**src/rtl/motion_detect_pipe_pkg.sv**
```systemverilog
// -----------------------------------------------------------------------------
// motion_pkg
// Shared types and constants for the pipelined motion detector.
//   mode_e   : intensity source select (green channel or luma)
//   state_e  : frame-accumulation FSM states
//   LUMA_K*  : 8-bit luma weights (sum = 256, so >>8 gives an 8-bit result)
//   PIPE_LAT : pixel-to-flag latency in cycles
//   abs_diff8: absolute difference of two unsigned bytes, no wrap
// -----------------------------------------------------------------------------
package motion_pkg;

   typedef enum logic {
      MODE_GREEN = 1'b0,
      MODE_LUMA  = 1'b1
   } mode_e;

   typedef enum logic [1:0] {
      IDLE   = 2'd0,
      ACCUM  = 2'd1,
      FLUSH  = 2'd2,
      REPORT = 2'd3
   } state_e;

   localparam logic [7:0] LUMA_KR  = 8'd77;
   localparam logic [7:0] LUMA_KG  = 8'd150;
   localparam logic [7:0] LUMA_KB  = 8'd29;
   localparam int         PIPE_LAT = 3;

   function automatic logic [7:0] abs_diff8(input logic [7:0] a, input logic [7:0] b);
      logic [7:0] d;
      if (a > b) begin
         d = a - b;
      end else begin
         d = b - a;
      end
      return d;
   endfunction

endpackage

```
**src/rtl/motion_detect_pipe_rgb565_to_y.sv**
```systemverilog
// -----------------------------------------------------------------------------
// rgb565_to_y
// Combinational RGB565 -> 8-bit intensity.
//   mode : MODE_GREEN -> expanded green channel, MODE_LUMA -> weighted luma
//   rgb  : RGB565 pixel {R5, G6, B5}
//   y    : 8-bit intensity
// -----------------------------------------------------------------------------
module rgb565_to_y
   import motion_pkg::*;
(
   input  mode_e       mode,
   input  logic [15:0] rgb,
   output logic [7:0]  y
);

   logic [7:0]  r8;
   logic [7:0]  g8;
   logic [7:0]  b8;
   logic [15:0] luma_sum;

   // Channel expansion zero-fills the low bits rather than replicating MSBs.
   assign r8 = {rgb[15:11], 3'b000};
   assign g8 = {rgb[10:5], 2'b00};
   assign b8 = {rgb[4:0], 3'b000};

   // Worst case 77*248 + 150*252 + 29*248 = 64088, so 16 bits never overflow.
   assign luma_sum = ({8'd0, LUMA_KR} * {8'd0, r8})
                   + ({8'd0, LUMA_KG} * {8'd0, g8})
                   + ({8'd0, LUMA_KB} * {8'd0, b8});

   // Select intensity source; luma keeps the upper byte of the weighted sum.
   always_comb begin
      y = g8;
      if (mode == MODE_LUMA) begin
         y = 8'(luma_sum >> 4'd8);
      end else begin
         y = g8;
      end
   end

endmodule

```
**src/rtl/motion_detect_pipe.sv**
```systemverilog
// -----------------------------------------------------------------------------
// motion_detect_pipe
// Three-stage per-pixel motion comparator with per-frame accumulation.
//   clk, reset      : clock, asynchronous active-high reset
//   mode            : 0 green compare, 1 luma compare (latched at frame start)
//   threshold       : pixel diff threshold, 0 selects DEF_THRESH (latched)
//   area_thresh     : motion-pixel count threshold, 0 selects DEF_AREA (latched)
//   frame_start/end : frame delimiters, only honoured together with pixel_valid
//   pixel_valid     : prev_data/curr_data valid
//   prev_data       : RGB565 pixel of the previous frame
//   curr_data       : RGB565 pixel of the current frame
//   motion_flag     : per-pixel result, qualified by motion_valid (3 cycles)
//   motion_count    : flagged pixels in last completed frame
//   frame_motion    : motion_count > latched area threshold
//   report_valid    : one-cycle pulse when the report registers update
//   busy            : FSM in ACCUM or FLUSH
// -----------------------------------------------------------------------------
module motion_detect_pipe
   import motion_pkg::*;
#(
   parameter int               CNT_W      = 17,
   parameter logic [7:0]       DEF_THRESH = 8'd10,
   parameter logic [CNT_W-1:0] DEF_AREA   = 17'd512
)
(
   input  logic             clk,
   input  logic             reset,
   input  logic             mode,
   input  logic [7:0]       threshold,
   input  logic [CNT_W-1:0] area_thresh,
   input  logic             frame_start,
   input  logic             frame_end,
   input  logic             pixel_valid,
   input  logic [15:0]      prev_data,
   input  logic [15:0]      curr_data,
   output logic             motion_flag,
   output logic             motion_valid,
   output logic [CNT_W-1:0] motion_count,
   output logic             frame_motion,
   output logic             report_valid,
   output logic             busy
);

   localparam logic [CNT_W-1:0] CNT_ZERO = {CNT_W{1'b0}};
   localparam logic [CNT_W-1:0] CNT_ONE  = {{(CNT_W-1){1'b0}}, 1'b1};
   localparam logic [CNT_W-1:0] CNT_MAX  = {CNT_W{1'b1}};

   state_e               state_r;
   state_e               state_next;
   mode_e                mode_r;
   mode_e                mode_use_s;
   logic [7:0]           thr_r;
   logic [CNT_W-1:0]     area_r;
   logic [CNT_W-1:0]     cnt_r;
   logic [CNT_W-1:0]     cnt_next_s;
   logic                 frame_go_s;
   logic                 in_frame_s;
   logic                 last_s;
   logic                 count_hit_s;
   logic                 flush_done_s;
   logic [7:0]           y_prev_s;
   logic [7:0]           y_curr_s;
   logic [7:0]           y_prev_r;
   logic [7:0]           y_curr_r;
   logic [7:0]           diff_r;
   // Sideband per pipeline stage: [0]=S1, [1]=S2, [PIPE_LAT-1]=S3.
   logic [PIPE_LAT-1:0]  v_pipe_r;
   logic [PIPE_LAT-1:0]  tag_pipe_r;
   logic [PIPE_LAT-1:0]  last_pipe_r;

   assign frame_go_s = frame_start & pixel_valid;
   // A starting pixel always belongs to the new frame, whatever the state.
   assign in_frame_s = frame_go_s | (pixel_valid & (state_r == ACCUM));
   assign last_s     = in_frame_s & frame_end;

   // The first pixel of a frame must see the new mode, not the stale latch.
   assign mode_use_s = frame_go_s ? mode_e'(mode) : mode_r;

   rgb565_to_y u_y_prev (
      .mode (mode_use_s),
      .rgb  (prev_data),
      .y    (y_prev_s)
   );

   rgb565_to_y u_y_curr (
      .mode (mode_use_s),
      .rgb  (curr_data),
      .y    (y_curr_s)
   );

   assign count_hit_s  = v_pipe_r[PIPE_LAT-1] & tag_pipe_r[PIPE_LAT-1] & motion_flag;
   assign cnt_next_s   = (count_hit_s && (cnt_r != CNT_MAX)) ? (cnt_r + CNT_ONE) : cnt_r;
   assign flush_done_s = (state_r == FLUSH) & v_pipe_r[PIPE_LAT-1] & last_pipe_r[PIPE_LAT-1];
   assign motion_valid = v_pipe_r[PIPE_LAT-1];

   // Per-frame configuration latch; zero inputs fall back to the defaults.
   always_ff @(posedge clk or posedge reset) begin
      if (reset) begin
         mode_r <= MODE_GREEN;
         thr_r  <= DEF_THRESH;
         area_r <= DEF_AREA;
      end else if (frame_go_s) begin
         mode_r <= mode_e'(mode);
         thr_r  <= (threshold == 8'd0) ? DEF_THRESH : threshold;
         area_r <= (area_thresh == CNT_ZERO) ? DEF_AREA : area_thresh;
      end else begin
         mode_r <= mode_r;
         thr_r  <= thr_r;
         area_r <= area_r;
      end
   end

   // Data pipeline: S1 intensities, S2 absolute difference, S3 strict compare.
   always_ff @(posedge clk or posedge reset) begin
      if (reset) begin
         y_prev_r    <= 8'd0;
         y_curr_r    <= 8'd0;
         diff_r      <= 8'd0;
         motion_flag <= 1'b0;
      end else begin
         y_prev_r    <= y_prev_s;
         y_curr_r    <= y_curr_s;
         diff_r      <= abs_diff8(y_curr_r, y_prev_r);
         motion_flag <= v_pipe_r[1] & (diff_r > thr_r);
      end
   end

   // Valid/tag/last sideband; a new frame drops the tags of in-flight pixels.
   always_ff @(posedge clk or posedge reset) begin
      if (reset) begin
         v_pipe_r    <= {PIPE_LAT{1'b0}};
         tag_pipe_r  <= {PIPE_LAT{1'b0}};
         last_pipe_r <= {PIPE_LAT{1'b0}};
      end else if (frame_go_s) begin
         v_pipe_r    <= {v_pipe_r[PIPE_LAT-2:0], pixel_valid};
         tag_pipe_r  <= {{(PIPE_LAT-1){1'b0}}, in_frame_s};
         last_pipe_r <= {{(PIPE_LAT-1){1'b0}}, last_s};
      end else begin
         v_pipe_r    <= {v_pipe_r[PIPE_LAT-2:0], pixel_valid};
         tag_pipe_r  <= {tag_pipe_r[PIPE_LAT-2:0], in_frame_s};
         last_pipe_r <= {last_pipe_r[PIPE_LAT-2:0], last_s};
      end
   end

   // Next-state logic; a valid frame_start restarts from any state.
   always_comb begin
      state_next = state_r;
      if (frame_go_s) begin
         if (frame_end) begin
            state_next = FLUSH;
         end else begin
            state_next = ACCUM;
         end
      end else begin
         case (state_r)
            IDLE: begin
               state_next = IDLE;
            end
            ACCUM: begin
               if (pixel_valid && frame_end) begin
                  state_next = FLUSH;
               end else begin
                  state_next = ACCUM;
               end
            end
            FLUSH: begin
               if (flush_done_s) begin
                  state_next = REPORT;
               end else begin
                  state_next = FLUSH;
               end
            end
            REPORT: begin
               state_next = IDLE;
            end
            default: begin
               state_next = IDLE;
            end
         endcase
      end
   end

   // State register and registered busy indication.
   always_ff @(posedge clk or posedge reset) begin
      if (reset) begin
         state_r <= IDLE;
         busy    <= 1'b0;
      end else begin
         state_r <= state_next;
         busy    <= (state_next == ACCUM) || (state_next == FLUSH);
      end
   end

   // Saturating motion-pixel counter for the frame in progress.
   always_ff @(posedge clk or posedge reset) begin
      if (reset) begin
         cnt_r <= CNT_ZERO;
      end else if (frame_go_s) begin
         cnt_r <= CNT_ZERO;
      end else if ((state_r == ACCUM) || (state_r == FLUSH)) begin
         cnt_r <= cnt_next_s;
      end else begin
         cnt_r <= cnt_r;
      end
   end

   // Report registers load on entry to REPORT so they are visible during it;
   // the last pixel's own hit is folded in through cnt_next_s.
   always_ff @(posedge clk or posedge reset) begin
      if (reset) begin
         report_valid <= 1'b0;
         motion_count <= CNT_ZERO;
         frame_motion <= 1'b0;
      end else if ((state_r == FLUSH) && (state_next == REPORT)) begin
         report_valid <= 1'b1;
         motion_count <= cnt_next_s;
         frame_motion <= (cnt_next_s > area_r);
      end else begin
         report_valid <= 1'b0;
         motion_count <= motion_count;
         frame_motion <= frame_motion;
      end
   end

endmodule

```
**config.mk**
```make
export PLATFORM = sky130hd
export DESIGN_NAME = motion_detect_pipe
export DESIGN_NICKNAME = d
export VERILOG_FILES = /design/src/rtl/motion_detect_pipe_pkg.sv /design/src/rtl/motion_detect_pipe_rgb565_to_y.sv /design/src/rtl/motion_detect_pipe.sv
export SDC_FILE = /design/constraint.sdc
export NUM_CORES = 1
export LEC_CHECK = 0
export ABC_AREA = 1
export BUFFER_PORTS_ARGS = -buffer_cell sky130_fd_sc_hd__clkbuf_2
export CAP_MARGIN = 10
export CORE_MARGIN = 3
export CORE_UTILIZATION = 56
export CTS_BUF_LIST = sky130_fd_sc_hd__clkbuf_16
export DETAILED_ROUTE_END_ITERATION = 10
export HOLD_SLACK_MARGIN = 0.1
export PLACE_DENSITY = 0.82
export SKIP_LAST_GASP = 1
export SLEW_MARGIN = 25
export SYNTH_ARGS = -nofsm -noshare
export SYNTH_HDL_FRONTEND = slang
export SYNTH_SLANG_ARGS = --single-unit
```
**constraint.sdc**
```tcl
create_clock -name clk -period 3.2 [get_ports clk]
set_clock_uncertainty 0.1 [all_clocks]
set_input_delay 0.48 -clock clk [delete_from_list [all_inputs] [get_ports clk]]
set_output_delay 0.48 -clock clk [all_outputs]
set_load 0.05 [all_outputs]
```
# --- After elaboration in Yosys (flattened, before gate mapping) ---
# Index checks and enable logic that the tools add are counted.
totals:
  input_bits: 63
  reg_bits: 99
  elab_cells: 75
  out_inout_bits: 22
op_classes:
  eq_ne: 7
  n_reduce_logical: 10
  muxes: 17
  bitwise: 9
  mul: 6
  addsub: 7
  order_cmp: 3
op_table:
  columns: ["op", "count"]
  rows:
  - ["$mux W17", 4]
  - ["$add A15 B16 Y16", 2]
  - ["$add A16 B13 Y16", 2]
  - ["$mux W8", 4]
  - ["$mul A7 B6 Y13 const A", 2]
  - ["$mul A7 B5 Y12 const A", 2]
  - ["$mul A5 B5 Y10 const A", 2]
  - ["$add A17 B1 Y17 const B", 1]
  - ["$gt A17 B17 Y1", 1]
  - ["$logic_not A17 Y1", 1]
  - ["$ne A17 B17 Y1 const B", 1]
  - ["$gt A8 B8 Y1", 2]
  - ["$sub A8 B8 Y8", 2]
  - ["$and A1 B1 Y1", 8]
  - ["$eq A2 B2 Y1 const B", 4]
  - ["$logic_not A8 Y1", 1]
  - ["$mux W2", 3]
  - ["$mux W3", 2]
  - ["$pmux W2 S3", 1]
  - ["$eq A2 B1 Y1 const B", 2]
  - ["$logic_and A1 B1 Y1", 3]
  - ["$mux W1", 3]
  - ["$logic_not A2 Y1", 1]
  - ["$logic_or A1 B1 Y1", 2]
  - ["other kinds (3)", 3]

# --- Depth between registers and ports, before layout ---
depth:
  ltp_word: 9
  ltp_mapped: 25
  ltp_nobuf: 25

# --- Cells and area by module ---
# Synthesis repeated with hierarchy kept, for this count alone.
unflattened:
  cells_unflattened: 1371
  hier_area_um2: 10591.4
by_module_without_submodules:
  columns: ["module", "instances", "cells_per_inst", "seq_area_each_um2", "area_per_inst_um2"]
  rows:
  - ["motion_detect_pipe", 1, 681, 2481.1, 5445.2]
  - ["rgb565_to_y (u_y_curr)", 1, 345, 0.0, 2582.5]
  - ["rgb565_to_y (u_y_prev)", 1, 345, 0.0, 2563.7]

# --- Worst setup path before layout ---
# OpenSTA, ideal clock, no wires.
synth_timing:
  path_kind: "input to register"
  startpoint: "input curr_data[2]"
  endpoint: "register y_curr_r[7]"
  setup_ns: 0.117
  stages: 22
  n_path_buf: 0
  required_ns: 2.983
  path_slack_ns: -1.158
  arrival_ns: 4.140
  path_cell_list: "ha_1 ha_1 fa_1 inv_1 fa_1 o21ai_0 nand2_1 nand2_1 a21oi_1 xor2_1 fa_1 inv_1 ha_1 nand2_1 nor2_1 nand2_1 inv_1 nand2_1 nand3_1 nand3_1 nand3_1 nand2_1"
synth_between:
  elab_chain_len: 3
synth_rtl:
  columns: ["element", "line", "rtl"]
  rows:
  - ["from (decl)", "motion_detect_pipe.sv:35", "input logic [15:0] curr_data,"]
  - ["$mul A5 B5 Y10", "motion_detect_pipe_rgb565_to_y.sv:29", "+ ({8'd0, LUMA_KB} * {8'd0, b8});"]
  - ["$add A16 B13 Y16", "motion_detect_pipe_rgb565_to_y.sv:29", null]
  - ["$mux W8", "motion_detect_pipe_rgb565_to_y.sv:34", "if (mode == MODE_LUMA) begin"]
  - ["net u_y_curr.y[7]", "motion_detect_pipe_rgb565_to_y.sv:13", "output logic [7:0] y"]
  - ["to (signal assigned)", "motion_detect_pipe.sv:122", "y_curr_r <= y_curr_s;"]
  - ["to (decl)", "motion_detect_pipe.sv:64", "logic [7:0] y_curr_r;"]
# The timed path passes the listed nets, and every way through them passes these cells.
# A chain may end at the register's enable or synchronous reset.

# --- Worst setup path after layout ---
layout_timing:
  startpoint: "input curr_data[14]"
  endpoint: "register y_curr_r[7]"
layout_between:
  elab_chain_len: 4
layout_rtl:
  columns: ["element", "line", "rtl"]
  rows:
  - ["$mul A7 B5 Y12", "motion_detect_pipe_rgb565_to_y.sv:27", "assign luma_sum = ({8'd0, LUMA_KR} * {8'd0, r8})"]
  - ["$add A15 B16 Y16", "motion_detect_pipe_rgb565_to_y.sv:28", "+ ({8'd0, LUMA_KG} * {8'd0, g8})"]
  - ["$add A16 B13 Y16", "motion_detect_pipe_rgb565_to_y.sv:29", null]
  - ["$mux W8", "motion_detect_pipe_rgb565_to_y.sv:34", null]
  - ["net u_y_curr.y[7]", "motion_detect_pipe_rgb565_to_y.sv:13", null]
# The timed path passes the listed nets, and every way through them passes these cells.

==> impl_results.md <==
* DIE AREA at around 21000 um^2
* Max H-tree Level at 3
* Dpl ws at -1.204 ns
* Final #Nets at 1896
* Die extent in y at 143.4 um
* WP data required at 3.38 ns
* Cells after synthesis at 1339
* Slowest CP cell: fa_1
* Placed cell count at ~1800
* DP Area at 13040 um^2
* Hold/Removal Path Class: in2async
* Top post-synthesis cells by count: nand2_1, inv_1, ha_1
* Most frequent cell after synthesis: nand2_1
* Number of antenna diodes at 0
* Switching Share at 51.76%
* Kind of end point of the critical path: flip-flop
* Vias in the first global route at 10170
* Yosys top cell area share at 24.16%
* Top cell by count, worst path: nand2_1
* Final Non-Filler Cells at 1819
* Cell taking the most area after synthesis: ha_1
* Fin area at 14850 um^2
* Chip width at roughly 140 um
* Final setup violation count at 16
* F_max at 235.4 MHz
* Clock Pin Slew Worst Setup and Hold Paths at 0.07 ns
* Number of synthesized register bits at 99
* DR pass1 iterations at 9
* Critical path peak fanout at 4
* GRT overflow at 0
* Yosys cell types at 51
* Via-to-Cell Ratio at 5.983
* Fraction of layout cells with a size suffix above 1 at ~36%
* Synth top area cells: ha_1, dfrtp_1, nand2_1
* Synth warn at 0
* Final hold violation count at 0
* Leakage at between 7 and 8 nW
* GRT Util Overall at about 29%
* Layout area overhead at 40.54%
* Post-synth EDFFs at 0
* Clock Power Share at approximately 7.3%
* Final wirelength at 35.45 mm
* Clock Sinks at 99
* Max Cap Viol at 0
* WL/cell at about 19 um
* CTS Hold Buffers Added at 0
* Vias at 10880
* Largest net degree at the start of global routing at 61
* Final Max Slew Viols at 0
* RSZ-0062 raised after global routing: yes
* Crit share post-route at 132.7%
* Int Power at ~0.007 W
* Mean area per synthesized cell at slightly below 8 um^2
* Async SR Flop Fraction at 100.0%
* Post-Syn Nets at about 1700
* Seq/Total Area, Yosys at about a quarter
* PortBufs at 84
* Slack of the critical path at -1.048 ns
* Initial antenna violation count at 0
* Relative slew slack at 34.08%
* Peak VDD IR at roughly 950 uV
* Fin crit period at 4.248 ns
* Post-synth top flop: dfrtp_1
* Core area at ~18000 um^2
* First-pass GRT wire length at 47.92 mm
* DRT antenna net count at 0
* Seq pwr share at 11.4%
* CTS max path bufs at 2
* Fill count at 991
* CTS tree: built
* PwrDens at 1003 nW/um^2
* Detailed placement HPWL at 21.27 mm
* Combinational power share at approximately four fifths
* DR iter-0 viols at 962
* Cell area after synthesis at around 11000 um^2
* # DRC at 0
* Psw at 0.007713 W
* CTS root buf: clkbuf_16
* # rows at 49
* IO Count at 85
* Slowest stage delay, CP at 0.64 ns
* CP startpoint kind: input pin
* Num CTS Buffers at 9
* Status: finished with violations
* Final GP Congestion at 0.9400
* Worst-margin pin slew at 0.9888 ns
* Setup CP Type: in2reg
* Initial Utilization at 57.83%
* Failing checks: setup timing
* Later-pin clock latency in the skew report at 0.35 ns
* CP arrival at 4.43 ns
[worst max-delay path, delay by kind of cell]
family,cells,cell delay (ns)
fa+ha+maj,6,2.11
simple gates,10,0.88
buf+inv,6,0.49
compound gates,2,0.26
xor+xnor,1,0.19
[registers in the layout (all words and copies together), names as in the netlist]
register / count
y_curr_r: 8
thr_r: 8
state_r: 2
last_pipe_r: 3
y_prev_r: 8
frame_motion: 1
report_valid: 1
cnt_r: 17
tag_pipe_r: 3
motion_count: 17
motion_flag: 1
mode_r: 1
area_r: 17
v_pipe_r: 3
diff_r: 8
busy: 1
[path summary, 6_finish.rpt]
check / startpoint / to / slack (ns) / cells after the start
setup / recovery: curr_data[14] / y_curr_r[7] / -1.05 / 25
hold / removal: reset / y_curr_r[7] / 0.09 / 2
setup reg to reg: cnt_r[10] / frame_motion / 0.01 / 21
hold reg to reg: v_pipe_r[0] / v_pipe_r[1] / 0.26 / 0
max in group asynchronous: reset / area_r[9] / 2.17 / 3
min in group clk: pixel_valid / v_pipe_r[0] / 0.20 / 1
[metal layers]
layer | vias up | share of wire, % | track usage (%)
li1 | 4832 | - | -
met1 | 5141 | 36 | 35.29
met2 | 673 | 49 | 51.51
met3 | 237 | 7.7 | 3.494
met4 | 0 | 6.9 | 10.46
met5 | - | 0 | 0
[kinds of logic after synthesis]
family	after synthesis	share of synthesized area [%]
adder cells (fa/ha/maj)	248	32.49
AO/OA/AOI/OAI	190	10.03
XOR/XNOR	58	5.056
AND/OR/NAND/NOR	494	19.98
buffers and inverters	250	8.964
flip-flops	99	23.48
[repair_timing]
| action | in CTS | in global routing |
|---|---|---|
| gates cloned | 0 | 0 |
| pin swaps | 98 | 93 |
| gates resized for setup | 138 | 132 |
| setup buffers | 8 | 28 |
| endpoints found under the setup margin | 17 | 17 |
[metrics by stage]
stage	utilization (%)	setup TNS [ns]	hold slack, ns	power [W]
after floorplan	-	-8.415	0.2312	0.008021
after global placement	71.39	-15.12	0.2360	0.009986
after detailed placement	71.39	-16.40	0.2577	0.01030
after CTS	77.26	-8.494	0.1017	0.01273
after global routing	81.28	-13.61	0.1231	0.01575
final	81.28	-11.87	0.08518	0.01490
[power by group through the flow]
| stage | Combinational (W) | Clock (W) | Sequential [W] |
|---|---|---|---|
| finish | 0.0121 | 0.00109 | 0.00169 |
| floorplan | 0.00618 | 0 | 0.00184 |
| CTS | 0.00996 | 0.00109 | 0.00168 |
| detailed placement | 0.00860 | 0 | 0.00170 |
| global route | 0.0129 | 0.00114 | 0.00171 |
| global placement | 0.00830 | 0 | 0.00169 |
[placed cells by master, fill, tap and decap left out, types with 42 or more instances in the layout]
cell      instances
ha_4             69
ha_1            130
nand3_1          44
nand2_1         259
a21oi_1          42
nand2_2          44
inv_1           205
o21ai_0          48
dfrtp_1          93
clkbuf_2         68
buf_4           156
nor2_1           50
[final cells by class]
| type | count | area, um^2 | share of cell area, % |
|---|---|---|---|
| Multi-Input combinational cell | 990 | 8970 | 60.40 |
| Sequential cell | 99 | 2485 | 16.73 |
| Timing Repair Buffer | 251 | 1919 | 12.92 |
| Inverter | 234 | 895.9 | 6.033 |
| Tap cell | 229 | 286.5 | 1.929 |
| Clock buffer | 9 | 225.2 | 1.517 |
| Clock inverter | 7 | 68.82 | 0.4634 |
No activity file was read; power rests on OpenSTA's default activity.
